===== config.mk =====
export PLATFORM = sky130hd
export DESIGN_NAME = burst_line_adapter
export DESIGN_NICKNAME = d
export VERILOG_FILES = /design/src/rtl/burst_line_adapter_pkg.sv /design/src/rtl/burst_beat_counter.sv /design/src/rtl/burst_line_adapter.sv
export SDC_FILE = /design/constraint.sdc
export NUM_CORES = 2
export LEC_CHECK = 0
export CAP_MARGIN = 15
export CORE_AREA = 4 4 288 290
export DETAILED_ROUTE_END_ITERATION = 8
export DIE_AREA = 0 0 292 294
export GPL_TIMING_DRIVEN = 1
export PLACE_DENSITY = 0.71
export SYNTH_ARGS = -nofsm -noshare
export SYNTH_HDL_FRONTEND = slang
export SYNTH_SLANG_ARGS = --single-unit

===== constraint.sdc =====
create_clock -name clk -period 5.41 [get_ports clk]
set_input_delay 1.082 -clock clk [delete_from_list [all_inputs] [get_ports clk]]
set_output_delay 1.082 -clock clk [all_outputs]
set_load 0.01 [all_outputs]

===== src/rtl/burst_line_adapter_pkg.sv =====
// burst_line_adapter_pkg
//   Shared types and helpers for the line-to-burst adapter.
//   - state_t     : adapter FSM state encoding
//   - beat_stride : byte distance between consecutive beats of a burst
package burst_line_adapter_pkg;

  typedef enum logic [2:0] {
    IDLE       = 3'd0,
    RD_REQ     = 3'd1,
    RD_COLLECT = 3'd2,
    WR_BEAT    = 3'd3,
    DONE       = 3'd4
  } state_t;

  function automatic int unsigned beat_stride(input int unsigned beat_w);
    return beat_w / 8;
  endfunction

endpackage


===== src/rtl/burst_beat_counter.sv =====
// burst_beat_counter
//   Beat index counter shared by the read and write paths. The counter is
//   log2(BEATS) bits wide, so the last beat is the all-ones value. Clear has
//   priority over enable; the adapter clears it on the final beat so the
//   return to 0 is always explicit.
// Ports:
//   clk, rst : clock, synchronous active-high reset
//   clr      : force count to 0
//   en       : advance count by one
//   cnt      : current beat index
//   last     : cnt is the final beat index
module burst_beat_counter
  import burst_line_adapter_pkg::*;
#(
  parameter int unsigned CNT_W = 2
) (
  input  logic             clk,
  input  logic             rst,
  input  logic             clr,
  input  logic             en,
  output logic [CNT_W-1:0] cnt,
  output logic             last
);

  always_ff @(posedge clk) begin
    if (rst || clr) begin
      cnt <= '0;
    end else if (en) begin
      cnt <= cnt + CNT_W'(1);
    end
  end

  assign last = &cnt;

endmodule


===== src/rtl/burst_line_adapter.sv =====
// burst_line_adapter
//   Converts one LINE_W-bit cache line read or write on the DFP side into
//   BEATS = LINE_W/BEAT_W beat transfers on the bmem side. Reads issue one
//   burst request, collect beats into a line buffer and complete with a
//   single-cycle dfp_resp; writes stream latched line slices under bmem_ready
//   backpressure.
// Build option:
//   BURST_LINE_ADAPTER_RADDR_CHECK_EN - check bmem_raddr of each returning
//   beat against the expected beat address; mismatching beats are dropped
//   and stray or mismatching beats set the sticky err flag. Without it
//   bmem_raddr is unused and err is constant 0.
// Ports:
//   clk, rst                          : clock, synchronous active-high reset
//   dfp_addr/read/write/wdata         : line request from the cache
//   dfp_rdata, dfp_resp               : read line, completion pulse
//   bmem_addr/read/write/wdata/ready  : burst request / write beat handshake
//   bmem_raddr/rdata/rvalid           : returning read beats
//   busy                              : FSM not idle
//   err                               : sticky protocol error
//
// state      | meaning
// -----------+------------------------------------------------------
// IDLE       | waiting for dfp_read / dfp_write (read wins)
// RD_REQ     | bmem_read held at base until bmem_ready
// RD_COLLECT | accepting read beats into the line buffer
// WR_BEAT    | presenting write slice cnt until bmem_ready
// DONE       | one-cycle dfp_resp, requests ignored
module burst_line_adapter
  import burst_line_adapter_pkg::*;
#(
  parameter int unsigned LINE_W = 256,
  parameter int unsigned BEAT_W = 64,
  parameter int unsigned ADDR_W = 32
) (
  input  logic              clk,
  input  logic              rst,
  input  logic [ADDR_W-1:0] dfp_addr,
  input  logic              dfp_read,
  input  logic              dfp_write,
  input  logic [LINE_W-1:0] dfp_wdata,
  output logic [LINE_W-1:0] dfp_rdata,
  output logic              dfp_resp,
  output logic [ADDR_W-1:0] bmem_addr,
  output logic              bmem_read,
  output logic              bmem_write,
  output logic [BEAT_W-1:0] bmem_wdata,
  input  logic              bmem_ready,
  input  logic [ADDR_W-1:0] bmem_raddr,
  input  logic [BEAT_W-1:0] bmem_rdata,
  input  logic              bmem_rvalid,
  output logic              busy,
  output logic              err
);

  localparam int unsigned BEATS  = LINE_W / BEAT_W;
  localparam int unsigned CNT_W  = $clog2(BEATS);
  localparam int unsigned STRIDE = beat_stride(BEAT_W);
  localparam logic [ADDR_W-1:0] OFF_MASK = ADDR_W'(LINE_W / 8 - 1);

  if (LINE_W % BEAT_W != 0) begin : g_chk_div
    $error("burst_line_adapter: LINE_W must be a multiple of BEAT_W");
  end
  if (BEATS < 2 || (BEATS & (BEATS - 1)) != 0) begin : g_chk_pow2
    $error("burst_line_adapter: LINE_W/BEAT_W must be a power of two >= 2");
  end

  state_t            state, state_nxt;
  logic [ADDR_W-1:0] base;
  logic [LINE_W-1:0] wbuf;
  logic [LINE_W-1:0] rbuf;
  logic [LINE_W-1:0] line_nxt;
  logic [CNT_W-1:0]  cnt;
  logic              cnt_last;
  logic              cnt_en;
  logic              cnt_clr;
  logic              raddr_ok;
  logic              beat_ok;

`ifdef BURST_LINE_ADAPTER_RADDR_CHECK_EN
  assign raddr_ok = (bmem_raddr == base + ADDR_W'(cnt) * ADDR_W'(STRIDE));
`else
  logic unused_raddr;
  assign unused_raddr = ^bmem_raddr;
  assign raddr_ok     = 1'b1;
`endif

  // Beats are only meaningful while collecting; anything else is dropped.
  assign beat_ok = (state == RD_COLLECT) && bmem_rvalid && raddr_ok;

  assign cnt_en  = beat_ok || ((state == WR_BEAT) && bmem_ready);
  // Held at 0 outside the beat states so each burst starts at slice 0.
  assign cnt_clr = ((state != RD_COLLECT) && (state != WR_BEAT)) || (cnt_en && cnt_last);

  burst_beat_counter #(
    .CNT_W(CNT_W)
  ) u_cnt (
    .clk (clk),
    .rst (rst),
    .clr (cnt_clr),
    .en  (cnt_en),
    .cnt (cnt),
    .last(cnt_last)
  );

  always_ff @(posedge clk) begin
    if (rst) begin
      state <= IDLE;
    end else begin
      state <= state_nxt;
    end
  end

  always_comb begin
    state_nxt = state;
    unique case (state)
      IDLE: begin
        if (dfp_read) begin
          state_nxt = RD_REQ;
        end else if (dfp_write) begin
          state_nxt = WR_BEAT;
        end
      end
      RD_REQ:     if (bmem_ready) state_nxt = RD_COLLECT;
      RD_COLLECT: if (beat_ok && cnt_last) state_nxt = DONE;
      WR_BEAT:    if (bmem_ready && cnt_last) state_nxt = DONE;
      DONE:       state_nxt = IDLE;
      default:    state_nxt = IDLE;
    endcase
  end

  always_comb begin
    bmem_read  = 1'b0;
    bmem_write = 1'b0;
    bmem_addr  = '0;
    bmem_wdata = '0;
    dfp_resp   = 1'b0;
    busy       = (state != IDLE);
    case (state)
      RD_REQ: begin
        bmem_read = 1'b1;
        bmem_addr = base;
      end
      WR_BEAT: begin
        bmem_write = 1'b1;
        bmem_addr  = base;
        bmem_wdata = wbuf[cnt*BEAT_W +: BEAT_W];
      end
      DONE:    dfp_resp = 1'b1;
      default: ;
    endcase
  end

  // Line buffer with the current beat merged in; on the last beat this is
  // the complete line, published to dfp_rdata in the same edge.
  always_comb begin
    line_nxt = rbuf;
    line_nxt[cnt*BEAT_W +: BEAT_W] = bmem_rdata;
  end

  always_ff @(posedge clk) begin
    if (rst) begin
      base      <= '0;
      wbuf      <= '0;
      rbuf      <= '0;
      dfp_rdata <= '0;
    end else begin
      if ((state == IDLE) && (dfp_read || dfp_write)) begin
        base <= dfp_addr & ~OFF_MASK;
      end
      if ((state == IDLE) && !dfp_read && dfp_write) begin
        wbuf <= dfp_wdata;
      end
      if (beat_ok) begin
        rbuf <= line_nxt;
        if (cnt_last) begin
          dfp_rdata <= line_nxt;
        end
      end
    end
  end

`ifdef BURST_LINE_ADAPTER_RADDR_CHECK_EN
  always_ff @(posedge clk) begin
    if (rst) begin
      err <= 1'b0;
    end else if (bmem_rvalid && ((state != RD_COLLECT) || !raddr_ok)) begin
      err <= 1'b1;
    end
  end
`else
  assign err = 1'b0;
`endif

endmodule


=== Word-level counts from Yosys, hierarchy flattened ===
Cells that the tools add are included.

* Flip-flop bits (word level): 800
* Input port bits: 390
* Output and inout port bits: 357
* Word-level logic and storage cells: 53

* Shifts and indexed selects: 3
* Mux-type cells: 12
* Eq/ne operators: 10
* Reductions and logical operators: 20
* Add/sub/neg operators: 2

{| class="wikitable"
|+ Operators with widths
! operator !! count
|-
| $bwmux 256 || 1
|-
| $shift 64x34->256 const A || 1
|-
| $shiftx 256x9->64 || 1
|-
| $shiftx 64x34->256 || 1
|-
| $mux 64 || 1
|-
| $neg 8->34 || 1
|-
| $mux 32 || 1
|-
| $mux 3 || 5
|-
| $pmux 3 s4 || 1
|-
| $logic_and 1x1->1 || 9
|-
| $eq 3x2->1 const B || 2
|-
| $ne 3x2->1 const B || 2
|-
| $logic_or 1x1->1 || 4
|-
| $ne 2x1->1 const B || 2
|-
| $reduce_and 4->1 || 1
|-
| $eq 3x1->1 const B || 1
|-
| $eq 3x3->1 const B || 1
|-
| $logic_not 3->1 || 1
|-
| $mux 1 || 3
|-
| $ne 3x3->1 const B || 1
|-
| $reduce_and 3->1 || 1
|-
| $reduce_bool 3->1 || 1
|-
| $add 2x1->2 const B || 1
|-
| $ne 2x2->1 const B || 1
|-
| 3 further kinds || 3
|}

=== Depth between registers and ports, before layout ===
* Depth in word-level cells: 6
* Mapped depth: 11
* Depth with buffers taken out: 5

=== Hierarchy ===
From an unflattened synthesis, not the netlist that was laid out.

* Cell total of the unflattened synthesis: 3654
* Area total of the unflattened synthesis: 35903.2 um^2

{| class="wikitable"
|+ By module, submodules not included
! module !! cells an instance !! instances !! area each (um^2) !! seq. area each (um^2)
|-
| burst_line_adapter || 3647 || 1 || 35811.8 || 15975.3
|-
| burst_beat_counter || 7 || 1 || 91.3 || 40.0
|}

=== Worst setup path after synthesis ===
No wires, ideal clock.

* Path type: register to output
* Start point: register u_cnt.cnt[0]
* End point: output bmem_wdata[56]
* Setup slack: 2.533 ns
* Path buffers: 3
* Cell stages (with the launch flop): 6
* Required time: 4.328 ns
* Arrival: 1.795 ns
* Cells stage by stage: dfxtp_1 > buf_2 > buf_2 > buf_2 > mux4_2 > and3_1

* Word-level cells in the longest chain between the ends: 2

{| class="wikitable"
|+ Ends and longest elaborated chain
! item !! line !! RTL
|-
| from (decl) || burst_beat_counter.sv:21 || <nowiki>output logic [CNT_W-1:0] cnt,</nowiki>
|-
| from (signal assigned) || burst_beat_counter.sv:29 || <nowiki>cnt <= cnt + CNT_W'(1);</nowiki>
|-
| $shiftx 256x9->64 || burst_line_adapter.sv:146 || <nowiki>bmem_wdata = wbuf[cnt*BEAT_W +: BEAT_W];</nowiki>
|-
| $mux 64 || burst_line_adapter.sv:138 || <nowiki>case (state)</nowiki>
|-
| to (decl) || burst_line_adapter.sv:46 || <nowiki>output logic [BEAT_W-1:0] bmem_wdata,</nowiki>
|}

Every way passes these cells.

=== Final worst setup path ===
* Start point: register state[0]
* End point: output bmem_wdata[20]

* Word-level cells in the longest chain between the ends: 2

{| class="wikitable"
|+ Ends and longest elaborated chain
! item !! line !! RTL
|-
| from (decl) || burst_line_adapter.sv:67 || <nowiki>state_t state, state_nxt;</nowiki>
|-
| from (signal assigned) || burst_line_adapter.sv:109 || <nowiki>state <= state_nxt;</nowiki>
|-
| $eq 3x2->1 || burst_line_adapter.sv:138 ||
|-
| $mux 64 || burst_line_adapter.sv:138 ||
|}

Every way passes these cells.

==> flow_metrics.env <==
export IMPL_status="completed"
export IMPL_synth_top_area_cell="dfxtp_1"
export IMPL_hold_worst_slack_ns=0.4686
export IMPL_p_sw_frac=0.2422
export IMPL_period_share=0.7645
export IMPL_p_clk_frac=0.451
export IMPL_dpl_cell_count=4963
export IMPL_place_area_um2=42530
export IMPL_wl_mm=119.1
export IMPL_cts_resized=0
export IMPL_core_area_um2=80290
export IMPL_cts_hold_buf=0
export IMPL_powerDensity_nw_per_um2=295.5
export IMPL_synth_enable_flop_cells=0
export IMPL_peakVddDrop_mv=0.2427
export IMPL_endpoint_kind="output pin"
export IMPL_hold_violations=0
export IMPL_setup_viol=0
export IMPL_fmax_mhz=241.8
export IMPL_drtIter0Drc=2616
export IMPL_first_global_vias=28040
export IMPL_cts_buffer_depth=3
export IMPL_postSynthCellCount=3543
export IMPL_dp_hpwl_mm=75.90
export IMPL_die_w_um=292
export IMPL_yosys_warnings=0
export IMPL_synth_seq_area_share=0.4521
export IMPL_async_flop_share=0
export IMPL_pwr_share_comb=0.093
export IMPL_cts_made_buffers=87
export IMPL_critical_path_top_delay_family="buffers and inverters"
export IMPL_start_util=0.4412
export IMPL_clkTransAtPathRegs_ns=0.06
export IMPL_die_area_um2=85850
export IMPL_reg2reg_from="u_cnt.cnt[1]"
export IMPL_antenna_found_initial=19
export IMPL_period_needed_ns=4.136
export IMPL_hold_class="reg2reg"
export IMPL_p_int_mw=10.19
export IMPL_grtUsageMet3=0.06702
export IMPL_tns_ns=0
export IMPL_dr_total_vias=29100
export IMPL_vias_per_cell=5.671
export IMPL_routabilityCongestion=0.8212
export IMPL_worst_pin_slew_ns=1.127
export IMPL_p_leak_nw=15.35
export IMPL_first_pass_iters=5
export IMPL_grt_total_usage=0.2630
export IMPL_finClkSkew_ns=0.02987
export IMPL_seqCellArea_um2=16020
export IMPL_cts_tree="done"
export IMPL_cp_required_ns=4.33
export IMPL_dpl_worst_slack_ns=1.342
export IMPL_rsz0062_at_grt="no"
export IMPL_netlist_area_um2=35430
export IMPL_cp_data_arrival_time_ns=3.05
export IMPL_slew_viol_final=0
export IMPL_io_pins=747
export IMPL_synth_seq_cells=800
export IMPL_clock_latency_ns=0.65
export IMPL_power_net_switching_mw=3.258
export IMPL_cp_max_fo=23
export IMPL_layout_drive_gt1_share=0.06923
export IMPL_final_cell_area_um2=45510
export IMPL_grt_use_met1=0.3470
export IMPL_path_buf_inv=2
export IMPL_ys_flop_type="dfxtp_1"
export IMPL_slowest_delay_ns=0.61
export IMPL_use_met2=0.4179
export IMPL_multiInputGateArea_um2=17560
export IMPL_cp_cell_sequence="nor2b_4 > buf_4 > and3_1 > clkdlybuf4s50_1"
export IMPL_post_cts_setup_buffers=0
export IMPL_ys_types=44
export IMPL_rows=104
export IMPL_antenna_left=0
export IMPL_crit_type="reg2out"
export IMPL_syn_area_per_cell_um2=9.999
export IMPL_min_from="dfp_rdata[181]"
export IMPL_ys_top_cells_by_area="dfxtp_1 45%, nand2b_1 13%, mux2i_1 8.0%"
export IMPL_critical_path_startpoint="state[0]"
export IMPL_drc=0
export IMPL_cp_slowest_cell="dfxtp_1"
export IMPL_io_buffer_count=703
export IMPL_cts_max_level=3
export IMPL_grt_pass1_wl_mm=177.9
export IMPL_fillers=7046
export IMPL_worstSetupStartpointType="register"
export IMPL_grt_max_degree=315
export IMPL_fin_nets=4387
export IMPL_globalRoute_totalOverflow=0
export IMPL_power_frac_seq=0.457
export IMPL_root_buffer="clkbuf_16"
export IMPL_maxCapViolCount=0
export IMPL_synth_top_cell_area_share=0.4521
export IMPL_wire_per_inst_um=23.21
export IMPL_die_h_um=294
export IMPL_area_delta_synth_final_pct=28.46
export IMPL_worst_slack_ns=1.274
export IMPL_relSlewSlack=0.2472
export IMPL_grt_busiest_layer="met2"
export IMPL_finalNonFillerCells=5131
export IMPL_cts_num_sinks=800
power by group through the flow:
stage	clock network (mW)	logic, mW	registers (mW)
after floorplan	0	0.748	6.23
after global placement	0	1.24	6.26
after detailed placement	0	1.25	6.27
after CTS	6.17	1.25	6.14
after global routing	6.40	1.34	6.16
final	6.06	1.25	6.14
cell usage after synthesis, drive strengths merged (3+ instances only):
cell / count
a211oi: 43
inv: 3
nand4b: 128
nand2: 5
nand2b: 717
mux4: 64
nand4: 109
ha: 5
nor2b: 46
dfxtp: 800
a21oi: 301
a22o: 192
and4b: 3
clkbuf: 266
o21ai: 193
nand3b: 43
and3: 64
nor2: 5
buf: 133
a311oi: 86
nor4bb: 4
and2: 29
nor3b: 5
mux2i: 284
kinds of logic after synthesis:
group	count (synthesis)	share of synthesized area
AO/OA/AOI/OAI	820	0.1489
adder cells (fa/ha/maj)	5	0.001766
buffers and inverters	402	0.05803
flip-flops	800	0.4521
multiplexers	349	0.1212
other	1	0.0001059
AND/OR/NAND/NOR	1166	0.2179
per-stage QoR:
stage	total power [mW]	utilization
2_1_floorplan	6.978	-
3_3_place_gp	7.503	0.5298
3_5_place_dp	7.514	0.5298
4_1_cts	13.56	0.5665
5_1_grt	13.89	0.5667
6_report	13.45	0.5668
placed cells by master (no fill, tap or decap), drive strengths merged, types with 2 or more instances in the layout:
cell type      synthesis  layout
ha                     5       5
nand4                109     109
and2                  29      29
nor2                   5       5
mux2i                284     284
clkbuf               266     132
a22o                 192     192
nand4b               128     128
dfxtp                800     800
and3                  64      64
and4b                  3       3
conb                   1       6
buf                  133      52
bufinv                 0       4
inv                    3       4
a211oi                43      43
nand2b               717     717
nor2b                 46      46
nor3b                  5       5
mux4                  64      64
and3b                  2       2
a311oi                86      86
nand3b                43      43
a21oi                301     301
nor4bb                 4       4
o21ai                193     193
nand2                  5       5
diode                  0      12
clkinvlp               0       2
clkdlybuf4s50          0     702
o2111ai                2       2
nor4b                  2       2
clkinv                 0      17
metal layers:
layer,routed length (um),share of wire
met1,49760,0.42
met5,77,0.00065
met2,55070,0.46
met4,4321,0.036
met3,9877,0.083
state kept, by name, summed over array words and instances, names as in the netlist:
register / cells
rbuf: 256
u_cnt.cnt: 2
wbuf: 256
state: 3
dfp_rdata: 256
base: 27
worst paths after layout:
path | slack (ns) | end | cells past startpoint
setup / recovery | 1.27 | bmem_wdata[20] | 4
hold / removal | 0.47 | dfp_rdata[181] | 2
setup reg to reg | 2.10 | rbuf[124] | 7
hold reg to reg | 0.47 | dfp_rdata[181] | 2
worst register-to-register path, cell delays in order, from the launching register on:
cell and delay [ns]:
dfxtp_4 0.43, inv_1 0.15, ha_4 0.75, and4b_1 0.32, buf_4 0.33, nor4bb_4 0.48
buf_4 0.51, a22o_1 0.28
cell type report:
class,instances,area share
Clock inverter,24,0.007176
Clock buffer,132,0.05754
Sequential cell,800,0.3521
Tap cell,1060,0.02914
Timing Repair Buffer,754,0.1673
Inverter,3,0.0002474
Multi-Input combinational cell,2346,0.3859
Antenna cell,12,0.0006598
Power figures use the tool's default switching activity.
